File: config.mk
export PLATFORM = sky130hd
export DESIGN_NAME = zjh_rep_tx
export DESIGN_NICKNAME = d
export VERILOG_FILES = /design/src/rtl/zjh_rep_tx.sv
export SDC_FILE = /design/constraint.sdc
export NUM_CORES = 1
export LEC_CHECK = 0
export CORE_MARGIN = 3
export CORE_UTILIZATION = 30
export DETAILED_ROUTE_END_ITERATION = 6
export GPL_TIMING_DRIVEN = 1
export PLACE_DENSITY = 0.56
export SLEW_MARGIN = 5
export SYNTH_ARGS = -nofsm -noshare
export SYNTH_HDL_FRONTEND = slang
export SYNTH_SLANG_ARGS = --single-unit
File: constraint.sdc
create_clock -name clk -period 2.72 [get_ports clk]
set_clock_uncertainty 0.15 [all_clocks]
set_input_delay 0.272 -clock clk [delete_from_list [all_inputs] [get_ports clk]]
set_output_delay 0.272 -clock clk [all_outputs]
set_load 0.05 [all_outputs]
File: src/rtl/zjh_rep_tx.sv
// zjh_rep_tx: serial repetition-code transmitter.
// Accepts a DATA_W-bit word over valid/ready and sends it MSB first as a
// start symbol, the data symbols and an optional even-parity symbol, each
// held for REP cycles so the receiver can majority-vote every group.
// Optional feature macro: ZJH_REP_TX_PARITY_EN (adds the parity symbol).
module zjh_rep_tx #(
  parameter int unsigned DATA_W = 8,
  parameter int unsigned REP    = 3
) (
  input  logic              clk,
  input  logic              rst,
  input  logic [DATA_W-1:0] din,
  input  logic              din_valid,
  output logic              din_ready,
  output logic              tx_out,
  output logic              tx_active,
  output logic              done
);

  localparam int unsigned REP_W = (REP > 1) ? $clog2(REP) : 1;
  localparam int unsigned BIT_W = (DATA_W > 1) ? $clog2(DATA_W) : 1;

  localparam logic [REP_W-1:0] REP_LAST = REP_W'(REP - 1);
  localparam logic [BIT_W-1:0] BIT_LAST = BIT_W'(DATA_W - 1);

  localparam logic [1:0] ST_IDLE   = 2'd0;
  localparam logic [1:0] ST_START  = 2'd1;
  localparam logic [1:0] ST_DATA   = 2'd2;
`ifdef ZJH_REP_TX_PARITY_EN
  localparam logic [1:0] ST_PARITY = 2'd3;
`endif

  logic [1:0]        state_q,     state_d;
  logic [REP_W-1:0]  rep_cnt_q,   rep_cnt_d;
  logic [BIT_W-1:0]  bit_cnt_q,   bit_cnt_d;
  logic [DATA_W-1:0] shift_q,     shift_d;
`ifdef ZJH_REP_TX_PARITY_EN
  logic              parity_q,    parity_d;
`endif
  logic              tx_out_q,    tx_out_d;
  logic              tx_active_q, tx_active_d;
  logic              done_q,      done_d;

  logic              sym_end;
  logic              last_bit;

  // Ready is a pure decode of the state register.
  assign din_ready = (state_q == ST_IDLE);

  assign sym_end  = (rep_cnt_q == REP_LAST);
  assign last_bit = (bit_cnt_q == BIT_LAST);

  // Next-state, counter and shift-register logic.
  always_comb begin
    state_d   = state_q;
    rep_cnt_d = rep_cnt_q;
    bit_cnt_d = bit_cnt_q;
    shift_d   = shift_q;
`ifdef ZJH_REP_TX_PARITY_EN
    parity_d  = parity_q;
`endif

    case (state_q)
      ST_IDLE: begin
        if (din_valid && din_ready) begin
          state_d   = ST_START;
          rep_cnt_d = '0;
          bit_cnt_d = '0;
          shift_d   = din;
`ifdef ZJH_REP_TX_PARITY_EN
          parity_d  = ^din;
`endif
        end
      end

      ST_START: begin
        if (sym_end) begin
          state_d   = ST_DATA;
          rep_cnt_d = '0;
          bit_cnt_d = '0;
        end else begin
          rep_cnt_d = rep_cnt_q + REP_W'(1);
        end
      end

      ST_DATA: begin
        if (sym_end) begin
          rep_cnt_d = '0;
          shift_d   = shift_q << 1;
          if (last_bit) begin
            bit_cnt_d = '0;
`ifdef ZJH_REP_TX_PARITY_EN
            state_d   = ST_PARITY;
`else
            state_d   = ST_IDLE;
`endif
          end else begin
            bit_cnt_d = bit_cnt_q + BIT_W'(1);
          end
        end else begin
          rep_cnt_d = rep_cnt_q + REP_W'(1);
        end
      end

`ifdef ZJH_REP_TX_PARITY_EN
      ST_PARITY: begin
        if (sym_end) begin
          state_d   = ST_IDLE;
          rep_cnt_d = '0;
        end else begin
          rep_cnt_d = rep_cnt_q + REP_W'(1);
        end
      end
`endif

      default: begin
        state_d   = ST_IDLE;
        rep_cnt_d = '0;
        bit_cnt_d = '0;
      end
    endcase
  end

  // Output decode from the next state so the registered line tracks the
  // state register with no extra cycle of latency.
  always_comb begin
    tx_out_d    = 1'b0;
    tx_active_d = (state_d != ST_IDLE);
    done_d      = 1'b0;

    case (state_d)
      ST_START: tx_out_d = 1'b1;
      ST_DATA:  tx_out_d = shift_d[DATA_W-1];
`ifdef ZJH_REP_TX_PARITY_EN
      ST_PARITY: tx_out_d = parity_d;
`endif
      default:  tx_out_d = 1'b0;
    endcase

`ifdef ZJH_REP_TX_PARITY_EN
    done_d = (state_d == ST_PARITY) && (rep_cnt_d == REP_LAST);
`else
    done_d = (state_d == ST_DATA) && (bit_cnt_d == BIT_LAST) &&
             (rep_cnt_d == REP_LAST);
`endif
  end

  // State and output registers; reset aborts any frame in flight.
  always_ff @(posedge clk) begin
    if (rst) begin
      state_q     <= ST_IDLE;
      rep_cnt_q   <= '0;
      bit_cnt_q   <= '0;
      shift_q     <= '0;
`ifdef ZJH_REP_TX_PARITY_EN
      parity_q    <= 1'b0;
`endif
      tx_out_q    <= 1'b0;
      tx_active_q <= 1'b0;
      done_q      <= 1'b0;
    end else begin
      state_q     <= state_d;
      rep_cnt_q   <= rep_cnt_d;
      bit_cnt_q   <= bit_cnt_d;
      shift_q     <= shift_d;
`ifdef ZJH_REP_TX_PARITY_EN
      parity_q    <= parity_d;
`endif
      tx_out_q    <= tx_out_d;
      tx_active_q <= tx_active_d;
      done_q      <= done_d;
    end
  end

  assign tx_out    = tx_out_q;
  assign tx_active = tx_active_q;
  assign done      = done_q;

endmodule

==> summary.md, run 1 <==
| Metric | Value |
|---|---|
| DRC viols | `0` |
| Worst VDD drop | `0.123 mV` |
| Initial antenna violation count | `0` |
| Port Buffers | `14` |
| Hold Fails Final Rpt | `0` |
| Top FF cell, synth | `dfxtp_1` |
| Post-synthesis cell count | `106` |
| Crit Path Max Fanout | `8` |
| Via/cell ratio | `4.93` |
| Max Root-Sink Buffers | `2` |
| Starting Density | `32.4%` |
| Wl on met1 | `982 um` |
| Lkg Pwr | `0.457 nW` |
| Synth Area per Inst | `9.63 um2` |
| Drt wl/cell | `12.2 um` |
| TritonCTS Sinks | `18` |
| Maxcap violations | `0` |
| Top-count cell post-synth | `dfxtp_1` |
| HPWL Detailed | `1510 um` |
| Core Rows | `20` |
| I/O pins | `15` |
| Part of the cycle the worst path needs | `83.8%` |
| Commonest cells post-synth | `18 x dfxtp_1, 14 x nor2_1, 9 x a22oi_1, 9 x ha_1` |
| CTS Hold Bufs | `0` |
| CTS resizes | `0` |
| Hold depth | `2` |
| Worst-path clk slew | `100 ps` |
| Seq cells post-synth | `18` |
| Post-synth EDFFs | `0` |
| CTS tree | `done` |
| Top-area cell type share of the netlist area | `35.3%` |
| Syn nets | `126` |
| Final Net Count | `139` |
| Worst hold slack | `355 ps` |
| Largest net degree at the start of global routing | `14` |
| Met2 WL post-DR | `923 um` |
| Crit path required time | `2300 ps` |
| Vias | `794` |
| Ant. Diodes | `0` |
| Critical path arrival | `1860 ps` |
| DR iter-0 viols | `40` |
| Setup TNS | `0 ps` |
| Met3 routed WL | `43 um` |
| Layout cells sized above 1 | `14.5%` |
| P per Cell Area | `468 nW/um2` |
| Root buf cell | `clkbuf_4` |
| Synth top area cells | `dfxtp_1 35%, ha_1 11%, a22oi_1 6.6%` |
| Fill cells | `345` |
| Dominant cell type by area after synthesis | `dfxtp_1` |
| Worst skew pair latency | `300 ps` |
| Max Used Layer | `met4` |
| Core region area | `3150 um2` |
| First-pass GRT wire length | `3570 um` |
| Crit path kind | `register to output pin` |
| PnR Total Power | `0.560 mW` |
| Final WL | `1960 um` |
| Register area share after synthesis | `35.3%` |
| Gr ovfl total | `0` |
| Number of global-route vias before repair | `809` |
| Worst Tran Pin Value | `628 ps` |
| Async S/R FF share, synth | `0%` |
| Final Critical Period | `2280 ps` |
| Post-CTS setup buffer count | `0` |
| Outcome | `complete, no violations` |
| Routed Antenna Nets | `0` |
| Peak Freq | `0.438 GHz` |
| Area delta synth->final | `17.3%` |
| Netlist cell types | `38` |
| Die area | `4140 um2` |
| Tot GR Track Use | `10.7%` |
| Width of the die | `64.3 um` |
| Endpoints failing setup | `0` |
| Hold WC Path Type | `register to register` |
| Die Y | `64.3 um` |
| Final Slew Violations | `0` |
| Drt pass-1 iters | `4` |
| Mapped Area | `1020 um2` |
| CTS buffer count | `3` |
| Startpoint Class | `register` |
| RSZ-0062 raised after global routing | `false` |
| Final GP Congestion | `0.729` |
| Synth warn | `0` |
| H-Tree Depth | `1` |
| Cells on worst reg2reg path | `10` |
| Worst setup EP type | `output pin` |
| Max-slew headroom at the worst pin | `58.0%` |
[metrics by stage]
| step | std cells | setup WS (ps) | cell area [um2] | util, % |
|---|---|---|---|---|
| 3_5_place_dp | 158 | 435 | 1170 | 37.3 |
| 2_1_floorplan | 106 | 299 | 1020 | - |
| 4_1_cts | 161 | 417 | 1200 | 38.0 |
| 5_1_grt | 161 | 120 | 1200 | 38.0 |
| 3_3_place_gp | 158 | 494 | 1170 | 37.3 |
| 6_report | 161 | 439 | 1200 | 38.0 |
[final cells by class]
type / count / area, um2 / share of cell area [%]
clock buffers: 3 / 22.5 / 1.88
inverters: 4 / 15.0 / 1.25
multi-input cells: 77 / 597 / 49.8
flip-flops and latches: 18 / 360 / 30.1
well taps: 44 / 55.1 / 4.60
repair buffers: 15 / 148 / 12.3
[state kept, by name, summed over array words and instances, names as in the netlist]
register / flops
done: 1
rep_cnt_q: 2
bit_cnt_q: 3
state_q: 2
shift_q: 8
tx_out: 1
tx_active: 1
[worst max-delay path, cell delays in order (launching register included)]
cell	delay, ps
dfxtp_1	360
inv_1	90
ha_1	280
clkdlybuf4s50_1	840
[placed cells by master, fill, tap and decap left out, drive strengths merged]
cell type       n
inv             4
nor4            1
nand3b          3
a211oi          8
nor3b           1
and3            1
mux2i           1
a21o            3
a22oi           9
mux2            3
clkbuf          3
nor3            3
nand2b          2
nor2           14
buf             1
a21oi           2
or3b            1
ha              9
a222oi          1
nor2b           3
clkdlybuf4s50  14
a211o           1
and2b           2
o221ai          1
o21ai           3
nand3           1
and2            2
dfxtp          18
nand2           2
[where the power goes]
group	switching [mW]	leakage, nW	internal, mW
registers	0.0105	0.147	0.282
logic	0.0717	0.296	0.0614
clock network	0.0830	0.0138	0.0516
total	0.165	0.457	0.395
[worst paths after layout]
kind                                   end  startpoint  slack (ps)
worst max register to register      tx_out  state_q[0]         460
worst min-delay path            shift_q[4]  shift_q[4]         350
worst max-delay path             din_ready  state_q[0]         440
worst min register to register  shift_q[4]  shift_q[4]         350
[logic make-up (layout without fill, tap and decap cells)]
kind of cell	count (synthesis)	after routing	synth area share (%)
AO/OA/AOI/OAI	28	28	23.2
adder cells (fa/ha/maj)	9	9	11.0
buffers and inverters	11	22	6.25
flip-flops	18	18	35.3
multiplexers	4	4	4.29
AND/OR/NAND/NOR	36	36	20.0
[per-layer routing]
metal / track usage (%) / up-vias
li1: - / 402
met1: 14.2 / 375
met2: 16.9 / 15
met3: 1.23 / 2
met4: 5.54 / 0
met5: 0 / -
Power figures use the tool's default switching activity.
==> run 2, diff against run 1 <==
--- a/config.mk
+++ b/config.mk
@@ -9,7 +9,7 @@
 export CORE_UTILIZATION = 30
 export DETAILED_ROUTE_END_ITERATION = 6
 export GPL_TIMING_DRIVEN = 1
-export PLACE_DENSITY = 0.56
+export PLACE_DENSITY = 0.58
 export SLEW_MARGIN = 5
 export SYNTH_ARGS = -nofsm -noshare
 export SYNTH_HDL_FRONTEND = slang
==> constraint.sdc (replaced) <==
create_clock -name clk -period 1.9 [get_ports clk]
set_clock_uncertainty 0.15 [all_clocks]
set_input_delay 0.19 -clock clk [delete_from_list [all_inputs] [get_ports clk]]
set_output_delay 0.19 -clock clk [all_outputs]
set_load 0.05 [all_outputs]
==> run 2 against run 1 <==
Clock power up 79%. Sequential power up 42%. Highest routed layer unchanged. The run now ends with negative setup slack left. Non-clock buffer count up 17. Sequential share of layout area down 4.9 points. Cell count up 11%. Flip-flop and latch count unchanged. Register-to-register slack worse by 460 ps. Largest power group unchanged. Combinational power up 80%.
==> summary.md, run 2 (synthesis gave the netlist of run 1 again) <==
| Metric | Value |
|---|---|
| Via/cell ratio | `4.85 (-1.7%)` |
| Core Rows | `20 (unchanged)` |
| Most common cell after layout, fill and taps aside | `buf_4` |
| Crit path kind | `register to register` |
| Drt pass-1 iters | `4 (unchanged)` |
| Width of the die | `64.3 um (unchanged)` |
| Largest net degree at the start of global routing | `13 (-1)` |
| Tot GR Track Use | `12.6% (+1.9 points)` |
| Worst Tran Pin Value | `498 ps (-131 ps)` |
| Drt wl/cell | `13.0 um (+6.8%)` |
| Final Critical Period | `1900 ps` |
| Maxcap violations | `0 (unchanged)` |
| Gr ovfl total | `0 (unchanged)` |
| PnR Total Power | `0.898 mW (+60%)` |
| Startpoint Class | `register` |
| Initial antenna violation count | `0 (unchanged)` |
| Critical path arrival | `1940 ps (+80 ps)` |
| Routed Antenna Nets | `0 (unchanged)` |
| TritonCTS Sinks | `18 (unchanged)` |
| Max-slew headroom at the worst pin | `66.7% (+8.7 points)` |
| Crit path required time | `1940 ps (-360 ps)` |
| Vias | `868 (+9.3%)` |
| Final Net Count | `156 (+12%)` |
| CTS tree | `done` |
| Lkg Pwr | `0.572 nW (+25%)` |
| Largest register FFs | `8 (unchanged)` |
| I/O pins | `15 (unchanged)` |
| Die area | `4140 um2 (unchanged)` |
| Placed Instances | `174 (+10%)` |
| Final WL | `2330 um (+19%)` |
| Largest registers | `shift_q x8, bit_cnt_q x3` |
| Hold WC Path Type | `register to register` |
| Peak Freq | `0.525 GHz` |
| Most frequent cells in the layout | `19 x buf_4, 14 x nor2_1, 14 x dfxtp_1, 13 x clkdlybuf4s50_1, 9 x a22oi_1` |
| Core region area | `3150 um2 (unchanged)` |
| Number of global-route vias before repair | `877 (+8.4%)` |
| Worst skew pair latency | `300 ps (about the same)` |
| First-pass GRT wire length | `4060 um (+14%)` |
| Port Buffers | `14 (unchanged)` |
| Starting Density | `32.4% (unchanged)` |
| RSZ-0062 raised after global routing | `true` |
| HPWL Detailed | `1700 um (+13%)` |
| Max Root-Sink Buffers | `2 (unchanged)` |
| Endpoints failing setup | `1 (+1)` |
| P per Cell Area | `610 nW/um2 (+30%)` |
| Fill cells | `329 (-4.6%)` |
| Largest Register | `shift_q` |
| CTS Hold Bufs | `0 (unchanged)` |
| Area delta synth->final | `44.2%` |
| Layout cells sized above 1 | `41.5% (+27 points)` |
| H-Tree Depth | `1 (unchanged)` |
| Die Y | `64.3 um (unchanged)` |
| Non-filler instance count after layout | `179 (+11%)` |
| Worst VDD drop | `0.312 mV (+150%)` |
| Failing checks | `negative setup slack` |
| Hold Fails Final Rpt | `0 (unchanged)` |
| Outcome | `finished, violations left` |
| Setup WS post-layout | `-3.20 ps (-443 ps)` |
| CTS buffer count | `3 (unchanged)` |
| Final GP Congestion | `0.841 (+15%)` |
| Root buf cell | `clkbuf_4` |
| Ant. Diodes | `0 (unchanged)` |
| Part of the cycle the worst path needs | `100%` |
| Final Slew Violations | `0 (unchanged)` |
| Worst-path clk slew | `110 ps (about the same)` |
| DR iter-0 viols | `21 (-48%)` |
| DRC viols | `0 (unchanged)` |
| Crit Path Max Fanout | `3 (-5)` |
| Worst setup EP type | `register` |
run 2: cell types whose count changed in the layout (fill, tap and decap cells not counted), moves of 2 or more:
cell	delta
inv_4	+2
dfxtp_4	+2
nor2b_4	+2
ha_4	+5
dfxtp_1	-4
dfxtp_2	+2
nor2b_1	-2
buf_4	+18
inv_1	-3
ha_1	-6
run 2: worst paths after layout:
| check | cells past startpoint | to | slack (ps) | start |
|---|---|---|---|---|
| setup / recovery | 10 | tx_out | -3 | bit_cnt_q[0] |
| hold / removal | 2 | shift_q[4] | 360 | shift_q[4] |
| setup reg to reg | 10 | tx_out | -3 | bit_cnt_q[0] |
| hold reg to reg | 2 | shift_q[4] | 360 | shift_q[4] |
run 2: per-layer routing:
| metal | vias to the layer above | track usage (%) | part of all wire, % |
|---|---|---|---|
| met5 | - | 0 | 0 |
| met4 | 0 | 5.54 | 0.99 |
| met3 | 2 | 2.28 | 2.1 |
| li1 | 440 | - | - |
| met2 | 9 | 20.6 | 49 |
| met1 | 417 | 16.1 | 48 |
run 2: worst max-delay path, cell delays in order (launching register included):
cell and delay [ps]:
dfxtp_4 370, ha_4 160, ha_4 170, inv_2 50, o21ai_2 50, a21oi_2 170, nand2b_1 100, ha_1 280
and2b_1 160, nand2_1 60, o21ai_1 60
run 2: repair_timing:
| action | in CTS | in global routing |
|---|---|---|
| resized for setup | 20 | 7 |
| endpoints found under the setup margin | 2 | 3 |
| buffers inserted | 1 | 0 |
| pin swaps | 6 | 8 |
run 2: cell type report:
| class | instances | area, um2 | area share (%) |
|---|---|---|---|
| Multi-Input combinational cell | 77 | 718 | 48.8 |
| Sequential cell | 18 | 370 | 25.1 |
| Inverter | 4 | 20.0 | 1.36 |
| Timing Repair Buffer | 32 | 273 | 18.5 |
| Tap cell | 44 | 55.1 | 3.74 |
| Clock buffer | 4 | 36.3 | 2.46 |
run 2: stage by stage:
| stage | setup TNS [ps] | util (%) | cell area, um2 | hold slack, ps | setup WS [ps] |
|---|---|---|---|---|---|
| floorplan | -70.1 | - | 1040 | 226 | -70.1 |
| global placement | -207 | 41.6 | 1310 | 331 | -106 |
| detailed placement | -398 | 41.6 | 1310 | 345 | -173 |
| CTS | 0 | 45.8 | 1440 | 361 | 7.82 |
| global route | -137 | 46.7 | 1470 | 404 | -106 |
| finish | -3.20 | 46.7 | 1470 | 357 | -3.20 |
run 2: where the power goes:
group	internal [mW]	leakage, nW	switching [mW]
Combinational	0.120	0.401	0.119
Sequential	0.401	0.150	0.0154
Clock	0.117	0.0210	0.126
==> run 3, diff against run 2 <==
--- a/config.mk
+++ b/config.mk
@@ -9,7 +9,7 @@
 export CORE_UTILIZATION = 30
 export DETAILED_ROUTE_END_ITERATION = 6
 export GPL_TIMING_DRIVEN = 1
-export PLACE_DENSITY = 0.58
+export MAX_ROUTING_LAYER = met4
 export SLEW_MARGIN = 5
 export SYNTH_ARGS = -nofsm -noshare
 export SYNTH_HDL_FRONTEND = slang
==> run 3 against run 2 <==
The flow still finishes with violations (negative setup slack). Core utilization is 0.40 points higher. Register-to-register slack worse by 20 ps. Flip-flop and latch count stayed put. Worst setup slack worse by 24 ps. Count of clock-buffer cells in the layout stayed put. Non-clock buffer count is 4 higher. Die area stayed put. Critical endpoint unchanged. Largest cell class unchanged.
==> summary.md, run 3 (synthesis gave the netlist of run 1 again) <==
| Metric | Value |
|---|---|
| Outcome | `finished, violations left` |
| Failing checks | `negative setup slack` |
| Part of the cycle the worst path needs | `101% (+1.3 points)` |
| Switching share of total power | `29.0% (+0.10 points)` |
| Endpoints failing setup | `1 (unchanged)` |
| Routed Antenna Nets | `0 (unchanged)` |
| Crit path kind | `register to register` |
| Hold Fails Final Rpt | `0 (unchanged)` |
| Crit Path Max Fanout | `3 (unchanged)` |
| Setup WS post-layout | `-27.0 ps (-23.8 ps)` |
| Largest register FFs | `8 (unchanged)` |
| Drt pass-1 iters | `4 (unchanged)` |
| I/O pins | `15 (unchanged)` |
| Die Y | `64.3 um (unchanged)` |
| Vias | `894 (+3.0%)` |
| Worst skew pair latency | `300 ps (about the same)` |
| CTS buffer count | `3 (unchanged)` |
| CTS tree | `done` |
| Maxcap violations | `0 (unchanged)` |
| Most frequent cells in the layout | `21 x buf_4, 14 x dfxtp_1, 13 x clkdlybuf4s50_1, 12 x nor2_1, 9 x a22oi_1` |
| Via/cell ratio | `4.89 (+0.74%)` |
| P_int | `0.657 mW (+3.0%)` |
| Max-slew headroom at the worst pin | `66.9% (+0.16 points)` |
| Final Slew Violations | `0 (unchanged)` |
| Most common cell after layout, fill and taps aside | `buf_4` |
| Layout cells sized above 1 | `43.9% (+2.4 points)` |
| Reg power frac | `45.2% (-1.2 points)` |
| Die area | `4140 um2 (unchanged)` |
| Ant. Diodes | `0 (unchanged)` |
| Worst-path clk slew | `120 ps (about the same)` |
| Peak Freq | `0.519 GHz (-1.2%)` |
| Final Critical Period | `1930 ps (+23.8 ps)` |
| Largest net degree at the start of global routing | `13 (unchanged)` |
| Worst hold slack | `362 ps (+4.78 ps)` |
| Core Rows | `20 (unchanged)` |
| First-pass GRT wire length | `4270 um (+5.3%)` |
| Initial antenna violation count | `0 (unchanged)` |
| RSZ-0062 raised after global routing | `true` |
| DP Area | `1340 um2 (+2.1%)` |
| Number of global-route vias before repair | `934 (+6.5%)` |
| Final WL | `2470 um (+5.9%)` |
| Final Net Count | `160 (+2.6%)` |
| Crit path required time | `1930 ps (about the same)` |
| Final GP Congestion | `0.851 (+1.2%)` |
| P per Cell Area | `623 nW/um2 (+2.3%)` |
| Worst setup EP type | `register` |
| H-Tree Depth | `1 (unchanged)` |
| Fill cells | `311 (-5.5%)` |
| Core region area | `3150 um2 (unchanged)` |
| Worst Tran Pin Value | `495 ps (-2.43 ps)` |
| Crit path cell chain | `ha_4, ha_4, nor2b_4, o221ai_2, a21o_1, ha_1, and2b_1, nand2_1, o21ai_1` |
| DR iter-0 viols | `43 (+100%)` |
| Hold WC Path Type | `register to register` |
| Logic pwr share | `28.2% (+1.6 points)` |
| Cell mode on critical path | `ha_4` |
| Setup TNS | `-27.0 ps (-23.8 ps)` |
| Startpoint Class | `register` |
| DRC viols | `0 (unchanged)` |
| Gr ovfl total | `0 (unchanged)` |
| Worst path max stage delay | `350 ps (-20 ps)` |
| Tot GR Track Use | `13.6% (+0.99 points)` |
| Worst Path Buf+Inv | `0 (-1)` |
| Area delta synth->final | `45.5%` |
| Slowest CP cell | `dfxtp_2` |
| Root buf cell | `clkbuf_4` |
| Largest registers | `shift_q x8, bit_cnt_q x3` |
| Drt wl/cell | `13.5 um (+3.6%)` |
| Width of the die | `64.3 um (unchanged)` |
| TritonCTS Sinks | `18 (unchanged)` |
| Fin area | `1490 um2 (+0.85%)` |
| Kind of cell adding the most delay to the critical path | `adder cells` |
| Lkg Pwr | `0.577 nW (+0.90%)` |
| HPWL Detailed | `1740 um (+2.1%)` |
| Critical path arrival | `1960 ps (+20 ps)` |
| Clock Power Share | `26.6% (-0.4 points)` |
| Starting Density | `32.4% (unchanged)` |
| Largest Register | `shift_q` |
| Max Root-Sink Buffers | `2 (unchanged)` |
| Pre-CTS setup slack | `-162 ps (+11.0 ps)` |
| Psw | `0.269 mW (+3.5%)` |
| Worst VDD drop | `0.232 mV (-26%)` |
| Port Buffers | `14 (unchanged)` |
[run 3: cell types whose count changed in the layout (fill, tap and decap cells not counted), sizes merged]
cell  previous run  this run
buf             19        23
[run 3: layout make-up]
type | count | area, um2 | share of cell area, %
multi-input combinational | 77 | 694 | 46.8
sequential | 18 | 365 | 24.6
timing repair buffer | 36 | 319 | 21.5
tap | 44 | 55.1 | 3.71
clock buffer | 4 | 36.3 | 2.44
inverter | 4 | 15.0 | 1.01
[run 3: final timing paths]
kind / startpoint / endpoint / slack (ps) / cells after the start
max reg2reg: bit_cnt_q[0] / tx_out / -30 / 9
min reg2reg: shift_q[0] / shift_q[0] / 360 / 2
min: shift_q[0] / shift_q[0] / 360 / 2
max: bit_cnt_q[0] / tx_out / -30 / 9
[run 3: power groups by stage]
stage | combinational, mW | clock (mW) | sequential (mW)
floorplan | 0.136 | 0 | 0.439
global placement | 0.237 | 0 | 0.426
detailed placement | 0.242 | 0 | 0.426
CTS | 0.249 | 0.259 | 0.418
global route | 0.283 | 0.271 | 0.422
finish | 0.261 | 0.247 | 0.418
[run 3: metal layers]
metal | GRT usage (%) | part of all wire [%] | up-vias
met1 | 15.5 | 45 | 430
met3 | 1.58 | 1.5 | 6
met5 | - | 0 | -
met2 | 23.1 | 51 | 14
met4 | 7.65 | 3.0 | 0
li1 | - | - | 444
[run 3: worst register-to-register path: stages (launching register included)]
cell	delay (ps)
dfxtp_2	350
ha_4	160
ha_4	170
nor2b_4	110
o221ai_2	90
a21o_1	210
ha_1	280
and2b_1	170
nand2_1	60
o21ai_1	60
[run 3: metrics by stage]
stage               instances  power, mW  util, %
floorplan                 106      0.575        -
global placement          176      0.663     42.5
detailed placement        176      0.668     42.5
CTS                       180      0.926     45.5
global route              183      0.976     47.1
finish                    183      0.926     47.1
[run 3: repair_timing]
action                                 in CTS  in global routing
setup buffers                               0                  3
setup endpoints to repair                   2                  6
hold buffers                                0                  0
gates resized for setup                    15                  7
endpoints found under the hold margin       0                  0
pin swaps                                   7                  5
